`src/rtl/parking_slot_manager.sv`:
```
// -----------------------------------------------------------------------------
// parking_slot_manager
//
// Sequential slot allocator for an 8-slot car park. It owns the free-slot
// vector. A car at the entry gets the lowest-numbered free slot, and the entry
// gate opens for GATE_CYCLES cycles. An exit report frees the named slot.
//
// Parameters
//   GATE_CYCLES      cycles gate_open stays high per admitted car (2..255)
//
// Ports
//   clk              rising-edge clock
//   rst              synchronous active-high reset
//   entry            level, car present at the entry sensor
//   exit             one-cycle pulse, a car has left slot exit_slot
//   exit_slot        index of the slot being vacated (valid with exit)
//   parking_capacity registered free-slot vector, bit i = slot i free
//   full             high when no slot is free
//   gate_open        entry barrier drive
//   assigned_slot    slot given to the most recently admitted car (held)
//   assign_valid     one-cycle pulse when assigned_slot updates
//   exit_err         one-cycle pulse, exit named a slot that was already free
// -----------------------------------------------------------------------------
module parking_slot_manager #(
   parameter int GATE_CYCLES = 16
) (
   input  logic       clk,
   input  logic       rst,
   input  logic       entry,
   input  logic       exit,
   input  logic [2:0] exit_slot,
   output logic [7:0] parking_capacity,
   output logic       full,
   output logic       gate_open,
   output logic [2:0] assigned_slot,
   output logic       assign_valid,
   output logic       exit_err
);

   typedef enum logic [1:0] {
      IDLE       = 2'd0,
      OPEN       = 2'd1,
      WAIT_CLEAR = 2'd2
   } state_t;

   localparam logic [7:0] GATE_LOAD = 8'(GATE_CYCLES - 1);

   state_t     state_reg;
   logic [7:0] gate_cnt_reg;
   logic [7:0] cap_reg;
   logic [2:0] assigned_slot_reg;
   logic       assign_valid_reg;
   logic       exit_err_reg;
   logic       gate_open_reg;

   logic [8:0] below_free;   // below_free[i]: some slot with index < i is free
   logic [7:0] lowest_mask;  // one-hot mask of the lowest free slot
   logic [2:0] lowest_idx;
   logic       alloc_now;
   logic [7:0] alloc_mask;
   logic [7:0] exit_mask;
   logic [7:0] cap_next;

   // Priority chain that picks the lowest free slot as a one-hot mask.
   assign below_free[0] = 1'b0;
   generate
      for (genvar gi = 0; gi < 8; gi++) begin : g_lowest
         assign below_free[gi+1] = below_free[gi] | cap_reg[gi];
         assign lowest_mask[gi]  = cap_reg[gi] & ~below_free[gi];
      end
   endgenerate

   // The mask is one-hot (or zero), so OR-ing the indices encodes it.
   always_comb begin
      lowest_idx = 3'd0;
      for (int i = 0; i < 8; i++) begin
         if (lowest_mask[i]) begin
            lowest_idx = lowest_idx | 3'(i);
         end
      end
   end

   assign alloc_now  = (state_reg == IDLE) && entry && (cap_reg != 8'h00);
   assign alloc_mask = alloc_now ? lowest_mask : 8'h00;

   // Only an occupied slot can be freed. An exit on a free slot is reported
   // through exit_err instead. Both masks come from the current register value,
   // so a slot freed this cycle is never handed out in the same cycle.
   assign exit_mask = (exit && !cap_reg[exit_slot]) ? (8'd1 << exit_slot) : 8'h00;
   assign cap_next  = (cap_reg & ~alloc_mask) | exit_mask;

   always_ff @(posedge clk) begin
      if (rst) begin
         state_reg         <= IDLE;
         gate_cnt_reg      <= 8'd0;
         cap_reg           <= 8'hFF;
         assigned_slot_reg <= 3'd0;
         assign_valid_reg  <= 1'b0;
         exit_err_reg      <= 1'b0;
         gate_open_reg     <= 1'b0;
      end else begin
         cap_reg          <= cap_next;
         exit_err_reg     <= exit && cap_reg[exit_slot];
         assign_valid_reg <= alloc_now;
         if (alloc_now) begin
            assigned_slot_reg <= lowest_idx;
         end

         case (state_reg)
            IDLE: begin
               if (alloc_now) begin
                  gate_cnt_reg  <= GATE_LOAD;
                  gate_open_reg <= 1'b1;
                  state_reg     <= OPEN;
               end
            end
            OPEN: begin
               // The gate is already high in the cycle the counter is loaded,
               // so it stays high for GATE_CYCLES cycles in total.
               if (gate_cnt_reg == 8'd0) begin
                  gate_open_reg <= 1'b0;
                  state_reg     <= WAIT_CLEAR;
               end else begin
                  gate_cnt_reg <= gate_cnt_reg - 8'd1;
               end
            end
            WAIT_CLEAR: begin
               // The sensor must be seen clear once, so a held entry admits
               // only one car.
               if (!entry) begin
                  state_reg <= IDLE;
               end
            end
            default: begin
               state_reg     <= IDLE;
               gate_open_reg <= 1'b0;
            end
         endcase
      end
   end

   assign parking_capacity = cap_reg;
   assign full             = (cap_reg == 8'h00);
   assign gate_open        = gate_open_reg;
   assign assigned_slot    = assigned_slot_reg;
   assign assign_valid     = assign_valid_reg;
   assign exit_err         = exit_err_reg;

endmodule

```
`config.mk`:
```
export PLATFORM = sky130hd
export DESIGN_NAME = parking_slot_manager
export DESIGN_NICKNAME = d
export VERILOG_FILES = /design/src/rtl/parking_slot_manager.sv
export SDC_FILE = /design/constraint.sdc
export NUM_CORES = 1
export LEC_CHECK = 0
export ABC_AREA = 1
export CORE_MARGIN = 1
export CORE_UTILIZATION = 56
export CTS_CLUSTER_DIAMETER = 200
export CTS_CLUSTER_SIZE = 30
export DETAILED_ROUTE_END_ITERATION = 6
export GPL_ROUTABILITY_DRIVEN = 0
export PLACE_DENSITY_LB_ADDON = 0.25
export REMOVE_ABC_BUFFERS = 1
export SLEW_MARGIN = 20
export SYNTH_ARGS = -nofsm -noshare
export SYNTH_HDL_FRONTEND = slang
export SYNTH_SLANG_ARGS = --single-unit
```
`constraint.sdc`:
```
create_clock -name clk -period 2.6 [get_ports clk]
set_input_delay 0.65 -clock clk [delete_from_list [all_inputs] [get_ports clk]]
set_output_delay 0.65 -clock clk [all_outputs]
set_load 0.01 [all_outputs]
```
==> reports/metrics.yaml, run 1 <==
status: "complete, no violations"
port_buffers: 21
die_y_um: 51.10
synth_top_area_frac: 0.3559
final.setup.worst_slack_ns: 0.2186
post_cts_buffers: 0
dpl.hpwl_um: 2490
hold_viol: 0
cts-resized-gates: 0
synth_cell_types: 28
cellLeakagePower_nw: 0.7167
drive_gt1_frac: 0.1166
die-area_mm2: 0.002611
firstDrtPassIters: 4
remaining_drc_errors: 0
area_growth_pct: 19.83
topRoutingLayerUsed: "met4"
max_slew_margin: 0.6572
rsz0062_at_grt: "no"
slowest_delay_ns: 0.56
fillerInstances: 189
post-route-period-util: 0.9159
cts_sinks: 24
cts_tree: "built"
drtAntennaViolNets: 0
h-tree-depth: 1
via_count: 1349
grt_first_pass_wirelength_um: 5409
worstMarginPinSlew_ns: 0.5125
antenna-diode-count: 0
cp.arrival_ns: 1.73
rows: 17
synth_seq_area_share: 0.3559
netlist_area_mm2: 0.001350
cp-start-kind: "flop"
crit_fanout: 7
cts_buffers: 3
syn_avg_cell_area_um2: 6.750
min_period_ns: 2.381
crit_family: "buffers and inverters"
path_clk_slew_ns: 0.12
grt_max_degree: 13
finalSetupTns_ns: 0
ys_ff_latch: 24
cts_hold_buf: 0
synthCells: 200
ir_worst_vdd_v: 0.0004791
setup_viol: 0
antenna_found_initial: 0
cpMaxStageDelayCell: "clkdlybuf4s50_1"
grt-ovfl-total: 0
endpoint_kind: "primary output"
crit_chain: "nor2_2, nand2_2, nor2_4, clkdlybuf4s50_1"
skew_ns: 0.008711
start_util: 0.6045
preCtsSetupSlack_ns: 0.5812
dr_wl_met3_um: 167
fp.dieW_um: 51.10
drt_iter0_drc: 60
ys_warn_count: 0
synth.largest_area_cell: "dfxtp_1"
max_freq_mhz: 419.9
synth_area_leaders: "dfxtp_1 (36%), nand2_1 (13%), nor2_1 (11%), inv_1 (5.6%), nand3_1 (5.6%)"
path_class: "flop to primary output"
cap_violations: 0
hp-class: "flop to flop"
postRouteWirelength_um: 3175
viasPerCell: 5.375
drt-met1-wl_um: 1322
power_density_mw_per_mm2: 545.2
met2_length_um: 1645
clk_latency_ns: 0.31
grt_use_total: 0.2784
cts_buffer_depth: 2
drv_slew: 0
design.core.area_mm2: 0.002233
cts_root_buf: "clkbuf_4"
critPathRequiredTime_ns: 1.95
wire_per_inst_um: 12.65
num-nets-final: 234
grt_pass1_vias: 1294
critical_path_buf_inv_count: 1
io_pins: 22
-- synth_stat cells, drive strengths merged --
library cell  count
a21oi            15
clkbuf            2
dfxtp            24
ha                2
inv              21
nand2            52
nand3            15
nand3b            1
nand4             1
nor2             49
nor3              1
nor4              1
o21ai            11
o21bai            1
o31ai             1
or2               1
xnor2             1
xor2              1
-- kinds of logic (layout without fill, tap and decap cells) --
logic type      count (synthesis)  after routing  share of synthesized area
simple gates                  121            121                     0.4245
fa+ha+maj                       2              2                    0.01853
compound gates                 28             28                     0.1242
buf+inv                        23             46                    0.06395
flops                          24             24                     0.3559
xor+xnor                        2              2                    0.01298
-- report_power, final --
group / switching (mW) / total (mW) / internal, mW
Sequential: 0.0306 / 0.430 / 0.400
Combinational: 0.181 / 0.297 / 0.115
Clock: 0.101 / 0.155 / 0.0541
Total: 0.313 / 0.882 / 0.569
-- routing by layer --
layer	global-route usage	up-vias
met5	0	-
met4	0.1343	0
met3	0.05655	6
met2	0.5088	33
met1	0.3009	627
li1	-	683
-- cells in the final DEF, fill, tap and decap left out --
| cell | synthesis | final |
|---|---|---|
| xnor2_1 | 1 | 1 |
| xor2_1 | 1 | 1 |
| ha_1 | 2 | 2 |
| a21oi_2 | 2 | 2 |
| nor3_1 | 1 | 1 |
| nand2_2 | 3 | 3 |
| o21ai_4 | 1 | 1 |
| nand3b_1 | 1 | 1 |
| nand2_1 | 47 | 47 |
| nor2_1 | 38 | 38 |
| nand4_1 | 1 | 1 |
| a21oi_1 | 13 | 13 |
| o21ai_0 | 8 | 8 |
| inv_1 | 20 | 20 |
| nor2_4 | 2 | 2 |
| o21ai_2 | 1 | 1 |
| nor4_1 | 1 | 1 |
| dfxtp_1 | 24 | 24 |
| nand2_4 | 2 | 2 |
| clkdlybuf4s50_1 | 0 | 21 |
| o21bai_1 | 1 | 1 |
| nor2_2 | 7 | 7 |
| o31ai_1 | 1 | 1 |
| nor2_8 | 2 | 2 |
| nand3_1 | 15 | 15 |
| o21ai_1 | 1 | 1 |
| clkbuf_4 | 0 | 3 |
| buf_4 | 0 | 1 |
| inv_2 | 1 | 1 |
| or2_2 | 1 | 1 |
-- worst reg2reg max path: stages (launching register included) --
cell and delay, ns:
dfxtp_1 0.33, inv_1 0.12, ha_1 0.23, inv_1 0.06, nor4_1 0.37, nand3_1 0.14, nand2_1 0.08, nor2_1 0.04
-- through the flow --
step | utilization | hold WS, ns | std cells | total power [mW] | cell area (um^2)
after floorplan | - | 0.4690 | 198 | 0.6439 | 1343
after global placement | 0.7143 | 0.4335 | 248 | 0.7145 | 1595
after detailed placement | 0.7143 | 0.4574 | 248 | 0.7322 | 1595
after CTS | 0.7244 | 0.4756 | 251 | 0.8857 | 1618
after global routing | 0.7244 | 0.5129 | 251 | 0.9429 | 1618
final | 0.7244 | 0.4712 | 251 | 0.8820 | 1618
-- path summary, 6_finish.rpt --
check	from	to	slack (ns)	cells after the start
worst max-delay path	parking_capacity[4]$_SDFF_PP1_	full	0.22	4
worst max register to register	gate_cnt_reg[0]$_SDFFE_PP0P_	gate_cnt_reg[6]$_SDFFE_PP0P_	1.14	7
worst min register to register	assigned_slot[2]$_SDFFE_PP0P_	assigned_slot[2]$_SDFFE_PP0P_	0.47	2
worst min-delay path	assigned_slot[2]$_SDFFE_PP0P_	assigned_slot[2]$_SDFFE_PP0P_	0.47	2
-- final cells by class --
cell class                      count  area [um^2]  share of cell area
Clock buffer                        3        22.52             0.01392
Inverter                           21        78.83             0.04872
Multi-Input combinational cell    153        783.3              0.4841
Sequential cell                    24        480.5              0.2970
Tap cell                           28        35.03             0.02166
Timing Repair Buffer               22        217.7              0.1346
(Power assumes the default switching activity.)
==> run 2: changes to the inputs <==
--- a/config.mk
+++ b/config.mk
@@ -13,6 +13,7 @@
 export DETAILED_ROUTE_END_ITERATION = 6
 export GPL_ROUTABILITY_DRIVEN = 0
 export PLACE_DENSITY_LB_ADDON = 0.25
+export RECOVER_POWER = 100
 export REMOVE_ABC_BUFFERS = 1
 export SLEW_MARGIN = 20
 export SYNTH_ARGS = -nofsm -noshare
==> reports/metrics.yaml, run 2 (synthesized netlist as in run 1, its figures left out) <==
cts_root_buf: "clkbuf_4"  # unchanged
cts-resized-gates: 0  # unchanged
drtAntennaViolNets: 0  # unchanged
crit-reg2reg-launch: "parking_capacity[4]$_SDFF_PP1_"  # was gate_cnt_reg[0]$_SDFFE_PP0P_
final_cell_mix: "nand2_1 (49), nor2_1 (38), dfxtp_1 (24)"  # was nand2_1 (47), nor2_1 (38), dfxtp_1 (24)
max_slew_margin: 0.4684  # was 0.6572
skew_ns: 0.009166  # was 0.008711 ns
cts_hold_buf: 0  # unchanged
antenna_found_initial: 0  # unchanged
setup_viol: 0  # unchanged
critPathRequiredTime_ns: 1.95  # about the same
drt_iter0_drc: 57  # was 60
status: "complete, no violations"  # unchanged
final.setup.worst_slack_ns: 0.1908  # was 0.2186 ns
drive_gt1_frac: 0.09417  # was 0.1166
dpl.hpwl_um: 2490  # unchanged
io_pins: 22  # unchanged
viasPerCell: 5.351  # was 5.375
preCtsSetupSlack_ns: 0.5812  # unchanged
cpMaxStageDelayCell: "dlygate4sd3_1"  # was clkdlybuf4s50_1
hold_viol: 0  # unchanged
port_buffers: 21  # unchanged
startpoint: "parking_capacity[4]$_SDFF_PP1_"  # unchanged
fp.dieW_um: 51.10  # unchanged
endpoint_kind: "primary output"  # unchanged
power_density_mw_per_mm2: 543.9  # was 545.2 mW/mm^2
grt_pass1_vias: 1294  # unchanged
path_class: "flop to primary output"  # unchanged
num-nets-final: 234  # unchanged
h-tree-depth: 1  # unchanged
clk_latency_ns: 0.31  # about the same
reg2regPathDepth: 6  # was 7
cts_buffer_depth: 2  # unchanged
final_common_cell: "nand2_1"  # unchanged
wire_per_inst_um: 12.55  # was 12.65 um
finalSetupTns_ns: 0  # unchanged
grt_first_pass_wirelength_um: 5409  # unchanged
remaining_drc_errors: 0  # unchanged
via_count: 1343  # was 1349
ir_worst_vdd_v: 0.0005069  # was 0.0004791 V
grt_use_total: 0.2784  # unchanged
grt-ovfl-total: 0  # unchanged
crit_fanout: 7  # unchanged
cts_sinks: 24  # unchanged
post-route-period-util: 0.9266  # was 0.9159
r2r-end: "gate_cnt_reg[1]$_SDFFE_PP0P_"  # was gate_cnt_reg[6]$_SDFFE_PP0P_
firstDrtPassIters: 5  # was 4
cts_tree: "built"  # unchanged
cp.arrival_ns: 1.76  # was 1.73 ns
crit_chain: "nor2_2, nand2_2, nor2_4, dlygate4sd3_1"  # was nor2_2, nand2_2, nor2_4, clkdlybuf4s50_1
antenna-diode-count: 0  # unchanged
max_freq_mhz: 415.1  # was 419.9 MHz
min_period_ns: 2.409  # was 2.381 ns
path_clk_slew_ns: 0.12  # about the same
start_util: 0.6045  # unchanged
rsz0062_at_grt: "no"  # unchanged
worstMarginPinSlew_ns: 0.7891  # was 0.5125 ns
grt_max_degree: 13  # unchanged
fillerInstances: 196  # was 189
crit_end: "full"  # unchanged
rows: 17  # unchanged
area_growth_pct: 17.98  # was 19.83%
cts_buffers: 3  # unchanged
hp-class: "flop to flop"  # unchanged
die_y_um: 51.10  # unchanged
drv_slew: 0  # unchanged
design.core.area_mm2: 0.002233  # unchanged
slowest_delay_ns: 0.63  # was 0.56 ns
cellLeakagePower_nw: 0.7091  # was 0.7167 nW
postRouteWirelength_um: 3151  # was 3175 um
cap_violations: 0  # unchanged
die-area_mm2: 0.002611  # unchanged
cp-start-kind: "flop"  # unchanged
rrSetupSlack_ns: 0.45  # was 1.14 ns
post_cts_buffers: 0  # unchanged
## run 2: cell types whose count changed in the layout (fill, tap and decap cells not counted), sizes merged
cell,change
dlygate4sd3,+17
clkdlybuf4s50,-17
clkbuf,+1
buf,-1
## run 2: stage by stage
stage / instances / power (mW) / area (um^2) / utilization / hold slack, ns
after global placement: 248 / 0.7145 / 1595 / 0.7143 / 0.4335
after detailed placement: 248 / 0.7322 / 1595 / 0.7143 / 0.4574
after CTS: 251 / 0.8857 / 1618 / 0.7244 / 0.4756
after global routing: 251 / 0.9286 / 1593 / 0.7132 / 0.5304
after floorplan: 198 / 0.6439 / 1343 / - / 0.4690
final: 251 / 0.8662 / 1593 / 0.7132 / 0.4671
## run 2: power breakdown
group / switching, mW / leakage, nW / internal (mW)
Combinational: 0.176 / 0.499 / 0.106
Sequential: 0.0300 / 0.197 / 0.399
Clock: 0.101 / 0.0138 / 0.0541
## run 2: cell type report
type,instances,area (um^2),share of cell area
multi-input cells,153,762.0,0.4784
flip-flops and latches,24,480.5,0.3016
repair buffers,22,214.0,0.1343
inverters,21,78.83,0.04949
well taps,28,35.03,0.02200
clock buffers,3,22.52,0.01414
## run 2: layer usage
layer,GRT usage,share of wire,up-vias
li1,-,-,681
met1,0.3009,0.42,627
met5,0,0,-
met3,0.05655,0.045,4
met4,0.1343,0.011,0
met2,0.5088,0.52,31
## run 2: how the worst min path moves through the flow
stage	from	endpoint	slack (ns)	cells after the start
6_report	assigned_slot[2]$_SDFFE_PP0P_	assigned_slot[2]$_SDFFE_PP0P_	0.47	2
5_1_grt	assigned_slot[2]$_SDFFE_PP0P_	assigned_slot[2]$_SDFFE_PP0P_	0.53	2
4_1_cts	assigned_slot[2]$_SDFFE_PP0P_	assigned_slot[2]$_SDFFE_PP0P_	0.48	2
3_5_place_dp	assigned_slot[2]$_SDFFE_PP0P_	assigned_slot[2]$_SDFFE_PP0P_	0.46	2
3_3_place_gp	assigned_slot[2]$_SDFFE_PP0P_	assigned_slot[2]$_SDFFE_PP0P_	0.43	2
2_1_floorplan	assigned_slot[2]$_SDFFE_PP0P_	assigned_slot[2]$_SDFFE_PP0P_	0.47	2
## run 2: worst max-delay path, delay by kind of cell (launching register included)
kind,cells,cell delay [ns]
buffers and inverters,1,0.63
DFF,1,0.40
and+or+nand+nor,3,0.43
